[config.mk]
export PLATFORM = sky130hd
export DESIGN_NAME = adc_acquisition_scheduler
export DESIGN_NICKNAME = d
export VERILOG_FILES = /design/src/rtl/adc_acquisition_scheduler.sv
export SDC_FILE = /design/constraint.sdc
export NUM_CORES = 1
export LEC_CHECK = 0
export ABC_AREA = 1
export CAP_MARGIN = 10
export CORE_ASPECT_RATIO = 0.9
export CORE_MARGIN = 5
export CORE_UTILIZATION = 40
export DETAILED_ROUTE_END_ITERATION = 10
export DONT_BUFFER_PORTS = 1
export SYNTH_ARGS = -nofsm -noshare
export SYNTH_HDL_FRONTEND = slang
export SYNTH_SLANG_ARGS = --single-unit
[constraint.sdc]
create_clock -name i_clk -period 2.1 [get_ports i_clk]
set_input_delay 0.21 -clock i_clk [delete_from_list [all_inputs] [get_ports i_clk]]
set_output_delay 0.21 -clock i_clk [all_outputs]
set_load 0.1 [all_outputs]
[src/rtl/adc_acquisition_scheduler.sv]
// Sequences the four 8-bit acquisition paths (R2R/PWM, regular/successive) and
// publishes one tagged sample per conversion with a one-cycle valid strobe.
module adc_acquisition_scheduler #(
  parameter int unsigned SETTLE_CYCLES  = 16,
  parameter int unsigned TIMEOUT_CYCLES = 1024
) (
  input  logic       i_clk,
  input  logic       i_reset,
  input  logic       i_auto_mode,
  input  logic [1:0] i_manual_mode,
  input  logic [3:0] i_mode_enable,
  input  logic [7:0] i_r2r_raw,
  input  logic [7:0] i_r2r_sar_value,
  input  logic       i_r2r_sar_done,
  input  logic [7:0] i_pwm_raw,
  input  logic [7:0] i_pwm_sar_value,
  input  logic       i_pwm_sar_done,
  output logic       o_r2r_sar_start,
  output logic       o_pwm_sar_start,
  output logic [1:0] o_active_mode,
  output logic       o_busy,
  output logic [7:0] o_sample_out,
  output logic [1:0] o_sample_mode,
  output logic       o_sample_valid,
  output logic       o_timeout_err
);

  localparam int unsigned SCW = (SETTLE_CYCLES > 1) ? $clog2(SETTLE_CYCLES) : 1;
  localparam int unsigned TCW = $clog2(TIMEOUT_CYCLES);
  localparam logic [SCW-1:0] SETTLE_LAST  = SCW'(SETTLE_CYCLES - 1);
  localparam logic [TCW-1:0] TIMEOUT_LAST = TCW'(TIMEOUT_CYCLES - 1);

  typedef enum logic [2:0] {
    StIdle, StSelect, StSettle, StStart, StWaitDone, StCapture
  } state_e;

  state_e         r_state, w_state_next;
  logic [1:0]     r_last_mode, r_active_mode, r_sample_mode;
  logic [SCW-1:0] r_settle_cnt;
  logic [TCW-1:0] r_to_cnt;
  logic [7:0]     r_sar_value, r_sample_out;
  logic           r_r2r_start, r_pwm_start, r_busy, r_sample_valid, r_timeout_err;

  logic [1:0]     w_pick, w_cand;
  logic           w_pick_ok, w_done, w_timeout;
  logic [7:0]     w_capture_value;

  // Auto search walks last+4 down to last+1 so the nearest enabled code wins.
  always_comb begin
    w_pick    = r_last_mode;
    w_pick_ok = 1'b0;
    w_cand    = r_last_mode;
    if (i_auto_mode) begin
      for (int i = 4; i >= 1; i--) begin
        w_cand = r_last_mode + 2'(i);
        if (i_mode_enable[w_cand]) begin
          w_pick    = w_cand;
          w_pick_ok = 1'b1;
        end
      end
    end else begin
      w_pick    = i_manual_mode;
      w_pick_ok = i_mode_enable[i_manual_mode];
    end
  end

  assign w_done          = r_active_mode[1] ? i_pwm_sar_done : i_r2r_sar_done;
  assign w_capture_value = r_active_mode[0] ? r_sar_value :
                           (r_active_mode[1] ? i_pwm_raw : i_r2r_raw);

  always_comb begin
    w_state_next = r_state;
    w_timeout    = 1'b0;
    unique case (r_state)
      StIdle:     if (i_mode_enable != 4'b0000) w_state_next = StSelect;
      StSelect: begin
        if (!w_pick_ok)     w_state_next = StIdle;
        else if (w_pick[0]) w_state_next = StStart;
        else                w_state_next = StSettle;
      end
      StSettle:   if (r_settle_cnt == SETTLE_LAST) w_state_next = StCapture;
      StStart:    w_state_next = StWaitDone;
      StWaitDone: begin
        // A done on the final timeout cycle still wins.
        if (w_done) begin
          w_state_next = StCapture;
        end else if (r_to_cnt == TIMEOUT_LAST) begin
          w_state_next = StIdle;
          w_timeout    = 1'b1;
        end
      end
      StCapture:  w_state_next = StIdle;
      default:    w_state_next = StIdle;
    endcase
  end

  always_ff @(posedge i_clk) begin
    if (i_reset) begin
      r_state        <= StIdle;
      r_last_mode    <= 2'd3;
      r_active_mode  <= 2'd0;
      r_settle_cnt   <= '0;
      r_to_cnt       <= '0;
      r_sar_value    <= 8'h00;
      r_sample_out   <= 8'h00;
      r_sample_mode  <= 2'd0;
      r_r2r_start    <= 1'b0;
      r_pwm_start    <= 1'b0;
      r_busy         <= 1'b0;
      r_sample_valid <= 1'b0;
      r_timeout_err  <= 1'b0;
    end else begin
      r_state        <= w_state_next;
      r_busy         <= (w_state_next != StIdle);
      r_r2r_start    <= (r_state == StSelect) && w_pick_ok && (w_pick == 2'd1);
      r_pwm_start    <= (r_state == StSelect) && w_pick_ok && (w_pick == 2'd3);
      r_sample_valid <= (r_state == StCapture);
      r_timeout_err  <= w_timeout;
      r_settle_cnt   <= (r_state == StSettle) ? r_settle_cnt + SCW'(1) : '0;
      r_to_cnt       <= (r_state == StWaitDone) ? r_to_cnt + TCW'(1) : '0;
      if ((r_state == StSelect) && w_pick_ok) begin
        r_active_mode <= w_pick;
        r_last_mode   <= w_pick;
      end
      if ((r_state == StWaitDone) && w_done) begin
        r_sar_value <= r_active_mode[1] ? i_pwm_sar_value : i_r2r_sar_value;
      end
      if (r_state == StCapture) begin
        r_sample_out  <= w_capture_value;
        r_sample_mode <= r_active_mode;
      end
    end
  end

  assign o_r2r_sar_start = r_r2r_start;
  assign o_pwm_sar_start = r_pwm_start;
  assign o_active_mode   = r_active_mode;
  assign o_busy          = r_busy;
  assign o_sample_out    = r_sample_out;
  assign o_sample_mode   = r_sample_mode;
  assign o_sample_valid  = r_sample_valid;
  assign o_timeout_err   = r_timeout_err;

endmodule

==> qor.log, run 1 <==
[grt] wire length of the first global-routing pass 8370 um
[logic_synthesis] fraction of the yosys area taken by sequential cells 40.0%
[timing] number of max-slew violations in the final report 0
[logic_synthesis] fraction of the mapped netlist area in compound gates 22.2%
[floorplan] number of rows in the core area 25
[timing] normalized max-slew margin 72.3%
[pwr] largest voltage drop on the vdd net 0.480 mV
[logic_synthesis] Most used DFF post-synth sky130_fd_sc_hd__dfxtp_1
[placed_design] GPL Wtd Cong 0.787
[floorplan] initial cell density of the core 41.7%
[logic_synthesis] synthesized-area fraction occupied by adder cells 1.14%
[logic_synthesis] cell count after synthesis 309
[clock_tree] number of clock sinks 44
[worst_hold_path] worst hold-check path type in -> reg
[grt] M2 GR Usage 22.9%
[clock_tree] deepest level of the CTS H-tree 2
[timing] Setup TNS 0 ps
[logic_synthesis] average instance area after synthesis 7.13 um2
[clock_tree] clock tree buffer depth 2
[detailed_routing] drt first pass iters 4
[logic_synthesis] Synth warnings 0
[grt] number of antenna violations at the first check in global routing 0
[worst_setup_path] Max Fanout on Critical Path 11
[logic_synthesis] share of synthesized area spent on multiplexers 0%
[floorplan] area of the die 7100 um2
[timing] clock period minus final worst setup slack 1590 ps
[status] outcome finished, final reports clean
[detailed_routing] routed len/inst 13.0 um
[placed_design] post-detail-place hpwl 3810 um
[logic_synthesis] Post-Synth Simple-Gate Area 26.2%
[worst_setup_path] Worst path most repeated cell sky130_fd_sc_hd__nand2_1
[final_layout] multi-input logic area 1090 um2
[logic_synthesis] Yosys reg bits 44
[worst_setup_path] Max stage delay cell, worst path sky130_fd_sc_hd__dfxtp_1
[final_layout] area of all placed cells without fillers 2480 um2
[grt] maximum number of pins on one net before global-route repair 36
[floorplan] floorplan die width 88.3 um
[final_layout] number of diodes added for antenna fixing 0
[logic_synthesis] most area-hungry cell type in the Yosys netlist sky130_fd_sc_hd__dfxtp_1
[detailed_routing] detailed router's first-iteration violation count 86
[logic_synthesis] XOR/XNOR share of the synthesized area 0%
[grt] Total Routing Usage GR 15.1%
[worst_setup_path] critical path required time 2300 ps
[placed_design] Buffers on Ports 0
[worst_setup_path] critical path class reg -> reg
[timing] setup slack after layout 511 ps
[detailed_routing] total wire length 5130 um
[logic_synthesis] library cells used by synthesis 34
[grt] grt total ovfl 0
[clock_tree] number of buffers inserted during clock tree synthesis 5
[floorplan] boundary pin count 60
[final_layout] Storage cell area 882 um2
[timing] slew at the pin closest to its max-slew limit 415 ps
[worst_setup_path] Top delay family on crit path simple AND/OR/NAND/NOR gates
[pwr] power density relative to cell area 843 nW/um2
[detailed_routing] # DRC 0
[worst_setup_path] ordered cell list for the critical path inv_1 > nand2_1 > nand2_1 > nand2_1 > nand2_2 > nand2_2 > nand2_1 > nand2_1 > nand3_2 > nand2_2 > nand2_2 > nand2_2 > nand2_1
[clock_tree] clock edge transition at the registers on the reported setup and hold paths 80 ps
[timing] maximum achievable frequency 0.629 GHz
[worst_setup_path] sort of element at the end of the critical path register
[logic_synthesis] top cells by area in the synthesized netlist sky130_fd_sc_hd__dfxtp_1 40%, sky130_fd_sc_hd__nand2_1 9.5%, sky130_fd_sc_hd__a21oi_1 8.9%
[logic_synthesis] synthesized netlist net count 354
[timing] total count of hold-check failures in the final report 0
[clock_tree] insertion delay to the later sink of the worst-skew pair 300 ps
[grt] grt met3 use 5.85%
[timing] Fin Hold WS 12.1 ps
[clock_tree] number of buffers inserted by post-CTS setup repair 0
[final_layout] share of layout cells above drive strength 1 18.0%
[timing] setup clock skew after layout 6.28 ps
[logic_synthesis] area of the mapped netlist 2200 um2
[timing] RSZ-0062 raised after global routing false
[placed_design] post-place instance area 2380 um2
[timing] final worst path period share 75.7%
[logic_synthesis] number of flops mapped to enable cells by yosys 0
[pwr] Leakage 1.10 nW
[final_layout] final net count 371
[final_layout] total of fill cells in the finished design 527
[worst_setup_path] CP Buf/Inv Count 1
[floorplan] area inside the core boundary 5290 um2
[logic_synthesis] dominant combinational cell family by area after synthesis simple AND/OR/NAND/NOR gates
[worst_setup_path] CP Data Arrival Time 1790 ps
[clock_tree] clock tree from TritonCTS done
[logic_synthesis] area share of the largest cell type after synthesis 40.0%
[logic_synthesis] ys async rst share 0%
[clock_tree] total of hold buffers inserted after clock tree synthesis 1
[final_layout] area added between synthesis and finish 12.5%
[clock_tree] cts repair resizes 0
[placed_design] post-placement worst setup slack 523 ps
[logic_synthesis] most instantiated library cell after synthesis sky130_fd_sc_hd__nand2_1
[timing] count of endpoints failing setup in the final report 0
[logic_synthesis] commonest cells in the netlist 56 x sky130_fd_sc_hd__nand2_1, 44 x sky130_fd_sc_hd__dfxtp_1, 39 x sky130_fd_sc_hd__a21oi_1, 36 x sky130_fd_sc_hd__inv_1, 33 x sky130_fd_sc_hd__nor2_1
[floorplan] y dimension of the die 80.4 um
[detailed_routing] detail-routed via count per cell 5.04
[grt] vias in the first global route 1,831
[flow_run] Max Cap Violations 0
[worst_setup_path] CP Launch Type register
[grt] Most Crowded Layer GR met2
[grt] GR Util met1 20.2%
[detailed_routing] total via count in the routed design 1,987
[clock_tree] cell at the root of the clock tree sky130_fd_sc_hd__clkbuf_8
[detailed_routing] Routed Antenna Nets 0
[worst_setup_path] crit-path max cell delay 500 ps
[per-stage QoR]
stage                     cells  util (%)  power [mW]
after floorplan             309         -        1.45
after global placement      385      45.0        1.55
after detailed placement    385      45.0        1.55
after CTS                   394      46.9        2.11
after global routing        394      46.9        2.21
final                       394      46.9        2.09
[worst register-to-register path: stages, from the launching register on]
cell	delay (ps)
sky130_fd_sc_hd__dfxtp_1	500
sky130_fd_sc_hd__inv_1	200
sky130_fd_sc_hd__nand2_1	90
sky130_fd_sc_hd__nand2_1	60
sky130_fd_sc_hd__nand2_1	80
sky130_fd_sc_hd__nand2_2	60
sky130_fd_sc_hd__nand2_2	60
sky130_fd_sc_hd__nand2_1	50
sky130_fd_sc_hd__nand2_1	60
sky130_fd_sc_hd__nand3_2	80
sky130_fd_sc_hd__nand2_2	80
sky130_fd_sc_hd__nand2_2	50
sky130_fd_sc_hd__nand2_2	60
sky130_fd_sc_hd__nand2_1	50
[layout make-up]
type / instances / area share [%]
Multi-Input combinational cell: 209 / 44.0
Tap cell: 67 / 3.38
Clock buffer: 7 / 3.48
Sequential cell: 44 / 35.6
Clock inverter: 1 / 0.303
Timing Repair Buffer: 21 / 6.45
Inverter: 45 / 6.81
[power by group]
| part | switching (mW) | leakage (nW) | internal (mW) |
|---|---|---|---|
| Combinational | 0.430 | 0.701 | 0.168 |
| Clock | 0.290 | 0.0445 | 0.267 |
| Sequential | 0.0519 | 0.357 | 0.883 |
| Total | 0.772 | 1.10 | 1.32 |
[state kept, by name, summed over array words and instances, names as in the netlist, 2 cells and up]
signal	flops
o_sample_mode	2
r_state	3
o_sample_out	8
r_settle_cnt	4
r_to_cnt	10
o_active_mode	2
r_sar_value	8
r_last_mode	2
[path summary, 6_finish.rpt]
path                  startpoint               end  slack [ps]  cells past startpoint
setup / recovery  r_last_mode[0]            o_busy         510                     13
hold / removal           i_reset  o_active_mode[0]          10                      1
setup reg to reg  r_last_mode[0]            o_busy         510                     13
hold reg to reg      r_to_cnt[0]       r_to_cnt[0]         460                      1
[per-layer routing]
metal | routed length (um) | share of wire [%]
met1 | 2480 | 48
met2 | 2240 | 44
met3 | 365 | 7.1
met4 | 42 | 0.82
met5 | 0 | 0
[cell usage in the layout (no fill, tap or decap), types with 7 or more instances in the layout]
master / count
sky130_fd_sc_hd__o21ai_1: 16
sky130_fd_sc_hd__inv_1: 36
sky130_fd_sc_hd__dfxtp_1: 43
sky130_fd_sc_hd__nand3_1: 14
sky130_fd_sc_hd__inv_2: 7
sky130_fd_sc_hd__buf_4: 20
sky130_fd_sc_hd__nand2_1: 56
sky130_fd_sc_hd__o211ai_1: 10
sky130_fd_sc_hd__a21oi_1: 39
sky130_fd_sc_hd__nor2_1: 33
[cell families after synthesis]
| logic type | count (synthesis) |
|---|---|
| fa+ha+maj | 2 |
| flops | 44 |
| simple gates | 124 |
| compound gates | 83 |
| buf+inv | 56 |
(Power assumes the default switching activity.)
==> run 2: changes to the inputs <==
Clock period 2.1 ns to 1.5 ns, I/O delays scaled along.
==> run 2 against run 1 <==
Sequential power up 40%. Sequential share of layout area down 0.76 points. Critical path type is now reg -> out. Routed wire length down 7.4%. Utilization up 1.8 points. Die area unchanged. Non-clock buffer count up 2. Clock-buffer cell count unchanged. Global-route usage down 1.2 points. First-iteration DRC count up 2.3%.
==> qor.log, run 2 (synthesis results as in run 1) <==
[status] outcome finished, final reports clean
[detailed_routing] detail-routed via count per cell 4.84 [-4.1%]
[final_layout] core utilization of the finished layout 48.7% [+1.8 points]
[placed_design] post-detail-place hpwl 3680 um [-3.4%]
[final_layout] total of fill cells in the finished design 540 [+2.5%]
[placed_design] post-place instance area 2400 um2 [+0.89%]
[floorplan] area of the die 7100 um2 [unchanged]
[grt] wire length of the first global-routing pass 7650 um [-8.6%]
[clock_tree] insertion delay to the later sink of the worst-skew pair 300 ps [about the same]
[final_layout] final net count 373 [+0.54%]
[grt] grt met3 use 5.13% [-0.72 points]
[detailed_routing] detailed router's first-iteration violation count 88 [+2.3%]
[floorplan] area inside the core boundary 5290 um2 [unchanged]
[clock_tree] deepest level of the CTS H-tree 2 [unchanged]
[final_layout] area added between synthesis and finish 16.8%
[grt] maximum number of pins on one net before global-route repair 36 [unchanged]
[worst_hold_path] worst hold-check path type in -> reg
[floorplan] boundary pin count 60 [unchanged]
[pwr] proportion of power drawn by the clock network 31.2% [+4.5 points]
[placed_design] GPL Wtd Cong 0.796 [+1.1%]
[final_layout] number of diodes added for antenna fixing 0 [unchanged]
[worst_setup_path] Max stage delay cell, worst path sky130_fd_sc_hd__dfxtp_4
[final_layout] share of layout cells above drive strength 1 22.2% [+4.1 points]
[timing] count of endpoints failing setup in the final report 0 [unchanged]
[final_layout] Largest register FFs 10 [unchanged]
[clock_tree] number of clock sinks 44 [unchanged]
[clock_tree] cell at the root of the clock tree sky130_fd_sc_hd__clkbuf_8
[final_layout] highest-count cells in the layout ignoring fill and taps 53 x sky130_fd_sc_hd__nand2_1, 39 x sky130_fd_sc_hd__a21oi_1, 38 x sky130_fd_sc_hd__dfxtp_1
[timing] total count of hold-check failures in the final report 0 [unchanged]
[timing] Setup TNS 0 ps [unchanged]
[worst_setup_path] CP Launch Type register
[clock_tree] number of buffers inserted by post-CTS setup repair 0 [unchanged]
[floorplan] number of rows in the core area 25 [unchanged]
[pwr] switching fraction of total power 33.9% [-3.0 points]
[placed_design] Buffers on Ports 0 [unchanged]
[worst_setup_path] CP Data Arrival Time 1260 ps [-530 ps]
[timing] setup slack after layout 94.8 ps [-416 ps]
[final_layout] area of all placed cells without fillers 2570 um2 [+3.8%]
[timing] setup clock skew after layout 7.88 ps [+1.60 ps]
[floorplan] initial cell density of the core 41.7% [unchanged]
[detailed_routing] # DRC 0 [unchanged]
[pwr] power density relative to cell area 1220 nW/um2 [+45%]
[timing] number of max-slew violations in the final report 0 [unchanged]
[timing] clock period minus final worst setup slack 1410 ps
[grt] GR Util met1 18.4% [-1.8 points]
[detailed_routing] Routed Antenna Nets 0 [unchanged]
[grt] M2 GR Usage 21.3% [-1.6 points]
[worst_setup_path] crit-path max cell delay 370 ps [-130 ps]
[grt] vias in the first global route 1,776 [-3.0%]
[pwr] Leakage 1.13 nW [+2.9%]
[grt] Most Crowded Layer GR met2
[grt] grt total ovfl 0 [unchanged]
[grt] number of antenna violations at the first check in global routing 0 [unchanged]
[floorplan] y dimension of the die 80.4 um [unchanged]
[pwr] largest voltage drop on the vdd net 1.00 mV [+110%]
[timing] final worst path period share 93.7%
[grt] Total Routing Usage GR 13.9% [-1.2 points]
[placed_design] post-placement worst setup slack 54.5 ps [-469 ps]
[pwr] switching power 1.06 mW [+38%]
[floorplan] floorplan die width 88.3 um [unchanged]
[timing] maximum achievable frequency 0.712 GHz
[worst_setup_path] sort of element at the end of the critical path output port
[timing] slew at the pin closest to its max-slew limit 318 ps [-96.8 ps]
[worst_setup_path] Max Fanout on Critical Path 35 [+24]
[pwr] Comb power frac 27.3% [-1.3 points]
[final_layout] Storage cell area 896 um2 [+1.6%]
[final_layout] multi-input logic area 1120 um2 [+2.3%]
[worst_setup_path] critical path class reg -> out
[worst_setup_path] critical path required time 1350 ps [-950 ps]
[worst_setup_path] ordered cell list for the critical path buf_4 > buf_6
[detailed_routing] drt first pass iters 4 [unchanged]
[detailed_routing] total wire length 4750 um [-7.4%]
[timing] RSZ-0062 raised after global routing true
[final_layout] Largest Register r_to_cnt
[flow_run] Max Cap Violations 0 [unchanged]
[pwr] internal power consumption 2.08 mW [+58%]
[detailed_routing] total via count in the routed design 1,916 [-3.6%]
[clock_tree] clock edge transition at the registers on the reported setup and hold paths 80 ps [about the same]
[pwr] share of power burned in registers 41.5% [-3.2 points]
[clock_tree] number of buffers inserted during clock tree synthesis 5 [unchanged]
[detailed_routing] routed len/inst 12.0 um [-7.9%]
[pwr] power consumption 3.14 mW [+50%]
[timing] normalized max-slew margin 78.8% [+6.5 points]
[clock_tree] clock tree buffer depth 2 [unchanged]
[clock_tree] clock tree from TritonCTS done
[final_layout] most common cell after layout, fill and taps aside sky130_fd_sc_hd__nand2_1
run 2: layout make-up:
class	count	area share, %
clock buffers	7	3.74
clock inverters	1	1.17
well taps	67	3.26
repair buffers	23	7.09
inverters	45	6.56
flip-flops and latches	44	34.8
multi-input cells	209	43.4
run 2: power by group through the flow:
stage,Sequential [mW],Combinational (mW),Clock [mW]
detailed placement,1.33,0.848,0
CTS,1.30,0.854,1.00
global route,1.32,0.946,1.05
floorplan,1.53,0.494,0
finish,1.31,0.858,0.979
global placement,1.33,0.840,0
run 2: worst paths after layout:
check             cells after the start                to             start  slack, ps
hold / removal                        3   o_pwm_sar_start       i_auto_mode         40
hold reg to reg                       1   r_settle_cnt[0]   r_settle_cnt[0]        420
setup reg to reg                     10            o_busy       r_to_cnt[0]        110
setup / recovery                      2  o_active_mode[1]  o_active_mode[1]         90
run 2: timing repair:
| action | 4_1_cts | 5_1_grt |
|---|---|---|
| endpoints found under the hold margin | 4 | 0 |
| resized for setup | 0 | 14 |
| setup endpoints to repair | 0 | 8 |
| hold buffers | 1 | 0 |
run 2: per-layer routing:
metal / vias to the layer above / wire, um
met2: 51 / 2030
met5: - / 0
met4: 0 / 46
met1: 810 / 2350
li1: 1048 / -
met3: 7 / 322
run 2: critical path: cells and delay by family, from the launching register on:
family	cells	cell delay, ps
buffers and inverters	2	580
flip-flops	1	370
run 2: through the flow:
step	cells	hold slack (ps)
floorplan	309	209
global placement	387	213
detailed placement	387	216
CTS	396	34.8
global route	396	37.6
finish	396	41.6
